## config.mk

```make
export PLATFORM = sky130hd
export DESIGN_NAME = itch_msg_decoder_flat
export DESIGN_NICKNAME = d
export VERILOG_FILES = /design/src/rtl/itch_msg_decoder_if.sv /design/src/rtl/itch_msg_decoder.sv /design/src/flat_wrapper.sv
export SDC_FILE = /design/constraint.sdc
export NUM_CORES = 1
export LEC_CHECK = 0
export ABC_AREA = 1
export CAP_MARGIN = 0
export CORE_ASPECT_RATIO = 0.8
export CORE_UTILIZATION = 58
export CTS_BUF_LIST = sky130_fd_sc_hd__clkbuf_8
export DETAILED_ROUTE_END_ITERATION = 10
export HOLD_SLACK_MARGIN = 0.03
export PLACE_DENSITY = 0.94
export RECOVER_POWER = 100
export SETUP_SLACK_MARGIN = 0.05
export SLEW_MARGIN = 10
export SYNTH_ARGS = -nofsm -noshare
export SYNTH_HDL_FRONTEND = slang
export SYNTH_SLANG_ARGS = --single-unit
```

## constraint.sdc

```tcl
create_clock -name clkIn -period 3.1 [get_ports clkIn]
set_clock_uncertainty 0.2 [all_clocks]
set_input_delay 0.31 -clock clkIn [delete_from_list [all_inputs] [get_ports clkIn]]
set_output_delay 0.31 -clock clkIn [all_outputs]
set_load 0.02 [all_outputs]
```

## src/rtl/itch_msg_decoder_if.sv

```systemverilog
// Byte stream from the UDP/MoldUDP64 parser into the ITCH decoder, and the decoded
// message record out to the order-book stage.
interface itch_msg_decoder_if;
    logic        itchDataValidIn;
    logic [7:0]  itchDataIn;
    logic        packetLostIn;
    logic        msgValidOut;
    logic [1:0]  msgTypeOut;
    logic [15:0] locateOut;
    logic [47:0] timeStampOut;
    logic [63:0] refNumOut;
    logic        sideOut;
    logic [31:0] sharesOut;
    logic [63:0] stockOut;
    logic [31:0] priceOut;
    logic        errTypeOut;
    logic        errShortOut;
    logic        errLongOut;
    logic        gapOut;

    modport master (
        output itchDataValidIn, itchDataIn, packetLostIn,
        input  msgValidOut, msgTypeOut, locateOut, timeStampOut, refNumOut, sideOut,
               sharesOut, stockOut, priceOut, errTypeOut, errShortOut, errLongOut, gapOut
    );

    modport slave (
        input  itchDataValidIn, itchDataIn, packetLostIn,
        output msgValidOut, msgTypeOut, locateOut, timeStampOut, refNumOut, sideOut,
               sharesOut, stockOut, priceOut, errTypeOut, errShortOut, errLongOut, gapOut
    );
endinterface

```

## src/rtl/itch_msg_decoder.sv

```systemverilog
// Decodes one ITCH A/D/E/X message per parser burst into a field-aligned record,
// flagging unsupported types, short bursts and over-length bursts.
module itch_msg_decoder (
    input  logic               clkIn,
    input  logic               rstBIn,
    itch_msg_decoder_if.slave  bus
);
    typedef enum logic [1:0] {IDLE, FIELDS, DISCARD} state_t;

    localparam logic [5:0] LEN_ADD = 6'd36;
    localparam logic [5:0] LEN_DEL = 6'd19;
    localparam logic [5:0] LEN_EXE = 6'd31;
    localparam logic [5:0] LEN_CAN = 6'd23;
    localparam logic [1:0] TYPE_ADD = 2'd0;
    localparam logic [1:0] TYPE_DEL = 2'd1;
    localparam logic [1:0] TYPE_EXE = 2'd2;
    localparam logic [1:0] TYPE_CAN = 2'd3;

    state_t      state, state_nxt;
    logic [5:0]  byte_cnt, exp_len, len_dec;
    logic [1:0]  type_sh, type_dec;
    logic        type_ok, long_armed, last_byte;
    logic        start_msg, load_record, err_type_nx, err_short_nx, err_long_nx;
    logic [15:0] locate_sh, locate_nx;
    logic [47:0] ts_sh, ts_nx;
    logic [63:0] ref_sh, ref_nx, stock_sh, stock_nx;
    logic        side_sh, side_nx;
    logic [31:0] shares_sh, shares_nx, price_sh, price_nx;

    wire       valid = bus.itchDataValidIn;
    wire [7:0] data  = bus.itchDataIn;

    always_comb begin
        type_ok  = 1'b1;
        type_dec = TYPE_ADD;
        len_dec  = LEN_ADD;
        case (data)
            8'h41:   begin type_dec = TYPE_ADD; len_dec = LEN_ADD; end
            8'h44:   begin type_dec = TYPE_DEL; len_dec = LEN_DEL; end
            8'h45:   begin type_dec = TYPE_EXE; len_dec = LEN_EXE; end
            8'h58:   begin type_dec = TYPE_CAN; len_dec = LEN_CAN; end
            default: type_ok = 1'b0;
        endcase
    end

    assign last_byte = (byte_cnt == exp_len - 6'd1);

    always_ff @(posedge clkIn or negedge rstBIn) begin
        if (!rstBIn) state <= IDLE;
        else         state <= state_nxt;
    end

    always_comb begin
        state_nxt = state;
        case (state)
            IDLE:    if (valid) state_nxt = type_ok ? FIELDS : DISCARD;
            FIELDS:  if (!valid) state_nxt = IDLE;
                     else if (last_byte) state_nxt = DISCARD;
            DISCARD: if (!valid) state_nxt = IDLE;
            default: state_nxt = IDLE;
        endcase
    end

    always_comb begin
        start_msg    = 1'b0;
        load_record  = 1'b0;
        err_type_nx  = 1'b0;
        err_short_nx = 1'b0;
        err_long_nx  = 1'b0;
        case (state)
            IDLE:    if (valid) begin
                         start_msg   = type_ok;
                         err_type_nx = !type_ok;
                     end
            FIELDS:  if (!valid) err_short_nx = 1'b1;
                     else if (last_byte) load_record = 1'b1;
            DISCARD: err_long_nx = valid && long_armed;
            default: ;
        endcase
    end

    // Multi-byte fields arrive big-endian, so each one is built by shifting bytes in from the right.
    always_comb begin
        locate_nx = locate_sh;
        ts_nx     = ts_sh;
        ref_nx    = ref_sh;
        side_nx   = side_sh;
        shares_nx = shares_sh;
        stock_nx  = stock_sh;
        price_nx  = price_sh;
        if (state == FIELDS && valid) begin
            if (byte_cnt inside {[6'd1:6'd2]})   locate_nx = {locate_sh[7:0], data};
            if (byte_cnt inside {[6'd5:6'd10]})  ts_nx     = {ts_sh[39:0], data};
            if (byte_cnt inside {[6'd11:6'd18]}) ref_nx    = {ref_sh[55:0], data};
            case (type_sh)
                TYPE_ADD: begin
                    if (byte_cnt == 6'd19)               side_nx   = (data == 8'h53);
                    if (byte_cnt inside {[6'd20:6'd23]}) shares_nx = {shares_sh[23:0], data};
                    if (byte_cnt inside {[6'd24:6'd31]}) stock_nx  = {stock_sh[55:0], data};
                    if (byte_cnt inside {[6'd32:6'd35]}) price_nx  = {price_sh[23:0], data};
                end
                TYPE_EXE, TYPE_CAN:
                    if (byte_cnt inside {[6'd19:6'd22]}) shares_nx = {shares_sh[23:0], data};
                default: ;
            endcase
        end
    end

    // errLongOut fires only for bursts that already produced a record, never for a rejected type.
    always_ff @(posedge clkIn or negedge rstBIn) begin
        if (!rstBIn) begin
            byte_cnt   <= '0;
            exp_len    <= '0;
            type_sh    <= '0;
            long_armed <= 1'b0;
            locate_sh  <= '0;
            ts_sh      <= '0;
            ref_sh     <= '0;
            side_sh    <= 1'b0;
            shares_sh  <= '0;
            stock_sh   <= '0;
            price_sh   <= '0;
        end else begin
            if (load_record)                          long_armed <= 1'b1;
            else if (err_long_nx || state != DISCARD) long_armed <= 1'b0;
            if (start_msg) begin
                byte_cnt  <= 6'd1;
                exp_len   <= len_dec;
                type_sh   <= type_dec;
                locate_sh <= '0;
                ts_sh     <= '0;
                ref_sh    <= '0;
                side_sh   <= 1'b0;
                shares_sh <= '0;
                stock_sh  <= '0;
                price_sh  <= '0;
            end else begin
                if (state == FIELDS && valid && byte_cnt != LEN_ADD) byte_cnt <= byte_cnt + 6'd1;
                locate_sh <= locate_nx;
                ts_sh     <= ts_nx;
                ref_sh    <= ref_nx;
                side_sh   <= side_nx;
                shares_sh <= shares_nx;
                stock_sh  <= stock_nx;
                price_sh  <= price_nx;
            end
        end
    end

    // gapOut stays high through the msgValidOut cycle so the record carries the gap tag.
    always_ff @(posedge clkIn or negedge rstBIn) begin
        if (!rstBIn) begin
            bus.msgValidOut  <= 1'b0;
            bus.msgTypeOut   <= '0;
            bus.locateOut    <= '0;
            bus.timeStampOut <= '0;
            bus.refNumOut    <= '0;
            bus.sideOut      <= 1'b0;
            bus.sharesOut    <= '0;
            bus.stockOut     <= '0;
            bus.priceOut     <= '0;
            bus.errTypeOut   <= 1'b0;
            bus.errShortOut  <= 1'b0;
            bus.errLongOut   <= 1'b0;
            bus.gapOut       <= 1'b0;
        end else begin
            bus.msgValidOut <= load_record;
            bus.errTypeOut  <= err_type_nx;
            bus.errShortOut <= err_short_nx;
            bus.errLongOut  <= err_long_nx;
            bus.gapOut      <= bus.packetLostIn || (bus.gapOut && !bus.msgValidOut);
            if (load_record) begin
                bus.msgTypeOut   <= type_sh;
                bus.locateOut    <= locate_nx;
                bus.timeStampOut <= ts_nx;
                bus.refNumOut    <= ref_nx;
                bus.sideOut      <= side_nx;
                bus.sharesOut    <= shares_nx;
                bus.stockOut     <= stock_nx;
                bus.priceOut     <= price_nx;
            end
        end
    end
endmodule

```

## src/flat_wrapper.sv

```systemverilog
// flat-port wrapper written by rule: the top's interface ports become plain ports
module itch_msg_decoder_flat 
  (clkIn, rstBIn, bus_itchDataValidIn, bus_itchDataIn, bus_packetLostIn, bus_msgValidOut, bus_msgTypeOut, bus_locateOut, bus_timeStampOut, bus_refNumOut, bus_sideOut, bus_sharesOut, bus_stockOut, bus_priceOut, bus_errTypeOut, bus_errShortOut, bus_errLongOut, bus_gapOut);
  itch_msg_decoder_if bus_i ();
  input  logic clkIn;
  input  logic rstBIn;
  input wire logic [$bits(bus_i.itchDataValidIn)-1:0] bus_itchDataValidIn;
  input wire logic [$bits(bus_i.itchDataIn)-1:0] bus_itchDataIn;
  input wire logic [$bits(bus_i.packetLostIn)-1:0] bus_packetLostIn;
  output wire logic [$bits(bus_i.msgValidOut)-1:0] bus_msgValidOut;
  output wire logic [$bits(bus_i.msgTypeOut)-1:0] bus_msgTypeOut;
  output wire logic [$bits(bus_i.locateOut)-1:0] bus_locateOut;
  output wire logic [$bits(bus_i.timeStampOut)-1:0] bus_timeStampOut;
  output wire logic [$bits(bus_i.refNumOut)-1:0] bus_refNumOut;
  output wire logic [$bits(bus_i.sideOut)-1:0] bus_sideOut;
  output wire logic [$bits(bus_i.sharesOut)-1:0] bus_sharesOut;
  output wire logic [$bits(bus_i.stockOut)-1:0] bus_stockOut;
  output wire logic [$bits(bus_i.priceOut)-1:0] bus_priceOut;
  output wire logic [$bits(bus_i.errTypeOut)-1:0] bus_errTypeOut;
  output wire logic [$bits(bus_i.errShortOut)-1:0] bus_errShortOut;
  output wire logic [$bits(bus_i.errLongOut)-1:0] bus_errLongOut;
  output wire logic [$bits(bus_i.gapOut)-1:0] bus_gapOut;
  assign bus_i.itchDataValidIn = bus_itchDataValidIn;
  assign bus_i.itchDataIn = bus_itchDataIn;
  assign bus_i.packetLostIn = bus_packetLostIn;
  assign bus_msgValidOut = bus_i.msgValidOut;
  assign bus_msgTypeOut = bus_i.msgTypeOut;
  assign bus_locateOut = bus_i.locateOut;
  assign bus_timeStampOut = bus_i.timeStampOut;
  assign bus_refNumOut = bus_i.refNumOut;
  assign bus_sideOut = bus_i.sideOut;
  assign bus_sharesOut = bus_i.sharesOut;
  assign bus_stockOut = bus_i.stockOut;
  assign bus_priceOut = bus_i.priceOut;
  assign bus_errTypeOut = bus_i.errTypeOut;
  assign bus_errShortOut = bus_i.errShortOut;
  assign bus_errLongOut = bus_i.errLongOut;
  assign bus_gapOut = bus_i.gapOut;
  itch_msg_decoder u_core (.clkIn(clkIn), .rstBIn(rstBIn), .bus(bus_i));
endmodule
```

==> results of run 1 <==
-- what timing repair did --
item | in CTS | in global routing
setup buffers | 0 | 0
hold buffers | 1 | 0
hold endpoints to repair | 379 | 0
-- worst paths after layout --
| kind | end | slack, ns | cells after the start |
|---|---|---|---|
| max reg2reg | u_core.price_sh[26]$_DFF_PN0_ | 0.29 | 9 |
| min reg2reg | u_core.bus.gapOut$_DFF_PN0_ | 0.23 | 1 |
| max in group asynchronous | u_core.bus.timeStampOut[44]$_DFFE_PN0P_ | 0.49 | 3 |
| min | u_core.bus.gapOut$_DFF_PN0_ | 0.11 | 2 |
| min in group asynchronous | u_core.ts_sh[41]$_DFF_PN0_ | 0.68 | 2 |
| max | u_core.price_sh[26]$_DFF_PN0_ | 0.29 | 9 |
-- area by class of cell --
class	count	area, µm²
sequential	536	13400
fill	2642	10800
multi-input combinational	1589	7430
timing repair buffer	324	3290
clock buffer	107	1470
inverter	257	973
tap	495	619
clock inverter	38	185
antenna	1	2.50
-- state kept, by name, indices dropped and copies added (netlist names), 4 cells and up --
name	count
u_core.byte_cnt	6
u_core.exp_len	4
u_core.locate_sh	16
u_core.ref_sh	64
u_core.shares_sh	32
u_core.bus.sharesOut	32
u_core.price_sh	32
u_core.bus.stockOut	64
u_core.bus.locateOut	16
u_core.bus.timeStampOut	48
u_core.stock_sh	64
u_core.bus.priceOut	32
u_core.ts_sh	48
u_core.bus.refNumOut	64
-- cells in the final DEF (no fill, tap or decap), drive strengths merged, types with 9 or more instances in the layout --
cell type | netlist | layout
a21oi | 85 | 85
clkbuf | 76 | 115
inv | 256 | 282
or2 | 160 | 160
nand3 | 73 | 73
clkdlybuf4s50 | 0 | 9
and2 | 23 | 23
nor2 | 150 | 150
dfrtp | 536 | 536
clkinv | 1 | 10
dlygate4sd3 | 0 | 266
nand2 | 691 | 691
o21a | 36 | 36
buf | 71 | 41
o21ai | 322 | 322
-- power by group through the flow --
stage	Sequential [W]	Combinational [W]	Clock, W
5_1_grt	0.00732	0.00104	0.00623
6_report	0.00731	0.000913	0.00583
3_3_place_gp	0.00742	0.000864	0
2_1_floorplan	0.00739	0.000529	0
4_1_cts	0.00730	0.000926	0.00593
3_5_place_dp	0.00743	0.000907	0
-- layer usage --
layer,global-route usage [%],vias to the layer above,routed length (µm)
li1,-,8413,-
met1,38.4,8871,23600
met2,48.2,663,28000
met3,6.70,170,3730
met4,14.7,0,2560
met5,0,-,0
-- logic make-up (layout without fill, tap and decap cells) --
family	count (synthesis)	count (layout)	synth area share, %
xor+xnor	8	8	0.312
simple gates	1124	1124	21.8
fa+ha+maj	5	5	0.278
other cells	0	1	0
buf+inv	404	726	7.34
mux	8	8	0.356
flops	536	536	59.6
compound gates	444	444	10.3
-- stage by stage --
step                      cell area, µm²  hold slack (ns)  total power (W)
final                              27400            0.111           0.0141
after global routing               27400            0.107           0.0146
after CTS                          27500           0.0710           0.0142
after detailed placement           25800            0.164          0.00833
after global placement             25800            0.161          0.00828
after floorplan                    22500           -0.186          0.00792
-- worst max-delay path: cells and delay by family (launching register included) --
| kind | cells | cell delay, ns |
|---|---|---|
| buf+inv | 2 | 0.29 |
| fa+ha+maj | 1 | 0.35 |
| simple gates | 6 | 1.41 |
| flops | 1 | 0.50 |
==> impl_metrics.prom, run 1 <==
# TYPE chip_impl_metric gauge
chip_impl_info{name="timing.hold.worst.start",value="bus_packetLostIn"} 1
chip_impl_info{name="timing.critical_path.mode_cell",value="sky130_fd_sc_hd__nor2_1"} 1
chip_impl_metric{name="power.clock.fraction",unit="%"} 41.5
chip_impl_info{name="predominant_post_synthesis_flop_cell",value="sky130_fd_sc_hd__dfrtp_1"} 1
chip_impl_info{name="hold_path_class",value="input pin to flip-flop"} 1
chip_impl_metric{name="clock_latency",unit="ns"} 0.64
chip_impl_info{name="rsz0062_at_grt",value="no"} 1
chip_impl_metric{name="max_freq",unit="GHz"} 0.356
chip_impl_metric{name="dp.final_hpwl",unit="µm"} 38300
chip_impl_info{name="ys_top_cells_by_count",value="sky130_fd_sc_hd__nand2_1, sky130_fd_sc_hd__dfrtp_1, sky130_fd_sc_hd__inv_1"} 1
chip_impl_metric{name="globalplace.congestion",unit=""} 0.899
chip_impl_metric{name="full_die_area",unit="µm²"} 39600
chip_impl_metric{name="min_period_over_period",unit="%"} 90.5
chip_impl_metric{name="seq_power_share",unit="%"} 52.0
chip_impl_metric{name="grt_pass1_vias",unit=""} 18134
chip_impl_metric{name="fp-row-count",unit=""} 64
chip_impl_metric{name="post_cts.resized_instances",unit=""} 0
chip_impl_metric{name="pin_count",unit=""} 276
chip_impl_metric{name="dp.cells",unit=""} 3200
chip_impl_metric{name="area.growth.synth_to_final",unit="%"} 21.8
chip_impl_metric{name="finalSetupViolCount",unit=""} 0
chip_impl_info{name="clk_root_buffer_cell",value="sky130_fd_sc_hd__clkbuf_8"} 1
chip_impl_metric{name="pwr_density_cell",unit="nW/µm²"} 513
chip_impl_info{name="startpoint_type",value="flip-flop"} 1
chip_impl_metric{name="place.port_buffers",unit=""} 275
chip_impl_info{name="cpMaxStageDelayCell",value="sky130_fd_sc_hd__dfrtp_1"} 1
chip_impl_metric{name="drt.antenna.violating_nets",unit=""} 0
chip_impl_metric{name="p_leak",unit="nW"} 15.3
chip_impl_metric{name="switchingPower",unit="W"} 0.00349
chip_impl_metric{name="tightest_slew",unit="ns"} 2.17
chip_impl_metric{name="postSynthCellCount",unit=""} 2529
chip_impl_metric{name="synth-edff-count",unit=""} 0
chip_impl_metric{name="clock_pin_slew_of_the_registers_on_the_worst_case_setup_and_hold_paths",unit="ns"} 0.06
chip_impl_metric{name="detail_route.first_pass.iterations",unit=""} 6
chip_impl_metric{name="slew_viol_final",unit=""} 71
chip_impl_metric{name="fin_util",unit="%"} 71.7
chip_impl_info{name="failed_checks",value="max-capacitance violations, max-slew violations"} 1
chip_impl_metric{name="die_x",unit="µm"} 222
chip_impl_metric{name="gr-usage-all-layers",unit="%"} 29.8
chip_impl_metric{name="final_cell_count_no_fill",unit=""} 3347
chip_impl_metric{name="synth.top_cell.area_share",unit="%"} 59.6
chip_impl_info{name="cp-end-kind",value="flip-flop"} 1
chip_impl_metric{name="slack_of_the_critical_path",unit="ns"} 0.293
chip_impl_info{name="top_count_cell_post_synth",value="sky130_fd_sc_hd__nand2_1"} 1
chip_impl_metric{name="cts_inserted_buffers",unit=""} 80
chip_impl_metric{name="viasPerCell",unit=""} 5.41
chip_impl_metric{name="detailedRoute.firstIterationViolations",unit=""} 1853
chip_impl_metric{name="crit_required",unit="ns"} 3.47
chip_impl_metric{name="synth_async_sr_flop_share",unit="%"} 100
chip_impl_metric{name="cts_htree_levels",unit=""} 3
chip_impl_metric{name="max-vdd-ir-drop",unit="mV"} 0.347
chip_impl_metric{name="initial_utilization",unit="%"} 58.9
chip_impl_metric{name="critical_path.max_fanout",unit=""} 30
chip_impl_metric{name="detailroute.via_count",unit=""} 18117
chip_impl_metric{name="switching_share",unit="%"} 24.8
chip_impl_metric{name="wirelength",unit="µm"} 57900
chip_impl_info{name="cells_along_the_critical_path",value="ha_1, nor2_1, nor2_1, nand2_2, buf_12, nand2_1, and2_0, or2_2, inv_1"} 1
chip_impl_metric{name="slew-limit-headroom",unit="%"} -44.6
chip_impl_metric{name="synth_fp_nets",unit=""} 2546
chip_impl_metric{name="drc",unit=""} 0
chip_impl_metric{name="finalSetupTns",unit="ns"} 0
chip_impl_metric{name="post_route_cells_drive_above_1_share",unit="%"} 8.63
chip_impl_metric{name="yosysUniqueCellTypes",unit=""} 35
chip_impl_metric{name="final-hold-violation-count",unit=""} 0
chip_impl_metric{name="grt_antenna_before_repair",unit=""} 1
chip_impl_info{name="cell_type_with_the_largest_total_area_after_synthesis",value="sky130_fd_sc_hd__dfrtp_1"} 1
chip_impl_info{name="run_status",value="finished, violations left"} 1
chip_impl_metric{name="syn-mean-instance-area",unit="µm²"} 8.89
chip_impl_metric{name="maxcap_viol_count",unit=""} 1
chip_impl_metric{name="drt-wirelength-per-cell",unit="µm"} 17.3
chip_impl_metric{name="yosysSeqAreaShare",unit="%"} 59.6
chip_impl_metric{name="synthesized_flop_and_latch_total",unit=""} 536
chip_impl_info{name="worstSetupPathType",value="flip-flop to flip-flop"} 1
chip_impl_metric{name="grt_start_max_net_pins",unit=""} 129
chip_impl_metric{name="synth.yosys.warnings",unit=""} 0
chip_impl_metric{name="die_ht",unit="µm"} 178
chip_impl_metric{name="numClockSinks",unit=""} 536
chip_impl_metric{name="globalRoute.totalOverflow",unit=""} 0
chip_impl_metric{name="coreArea",unit="µm²"} 38200
chip_impl_metric{name="finish.net_count",unit=""} 2805
chip_impl_info{name="cts_tree",value="built"} 1
chip_impl_metric{name="cell_area_synth",unit="µm²"} 22500
chip_impl_metric{name="cts-root-to-sink-buffers",unit=""} 3
chip_impl_info{name="worstSetupStartpoint",value="u_core.byte_cnt[0]$_DFFE_PN0P_"} 1
chip_impl_metric{name="worst_path_largest_cell_delay",unit="ns"} 0.50
chip_impl_metric{name="cp_data_arrival_time",unit="ns"} 3.18
chip_impl_info{name="synth_top_cells_by_area",value="sky130_fd_sc_hd__dfrtp_1, sky130_fd_sc_hd__nand2_1, sky130_fd_sc_hd__o21ai_0"} 1
chip_impl_metric{name="min_period",unit="ns"} 2.81
chip_impl_metric{name="grt_first_pass_wirelength",unit="µm"} 93100
chip_impl_metric{name="comb_power_share",unit="%"} 6.5
chip_impl_metric{name="intPower",unit="W"} 0.0106
chip_impl_metric{name="dpl_worst_slack",unit="ns"} 0.180
chip_impl_info{name="timing.rr.start",value="u_core.byte_cnt[0]$_DFFE_PN0P_"} 1
No activity file was read; power rests on OpenSTA's default activity.
==> run 2, diff against run 1 <==
--- a/config.mk
+++ b/config.mk
@@ -6,7 +6,7 @@
 export NUM_CORES = 1
 export LEC_CHECK = 0
 export ABC_AREA = 1
-export CAP_MARGIN = 0
+export CAP_MARGIN = 20
 export CORE_ASPECT_RATIO = 0.8
 export CORE_UTILIZATION = 58
 export CTS_BUF_LIST = sky130_fd_sc_hd__clkbuf_8
==> results of run 2 <==
The final DEF is identical to that of run 1; final timing and power are the same.
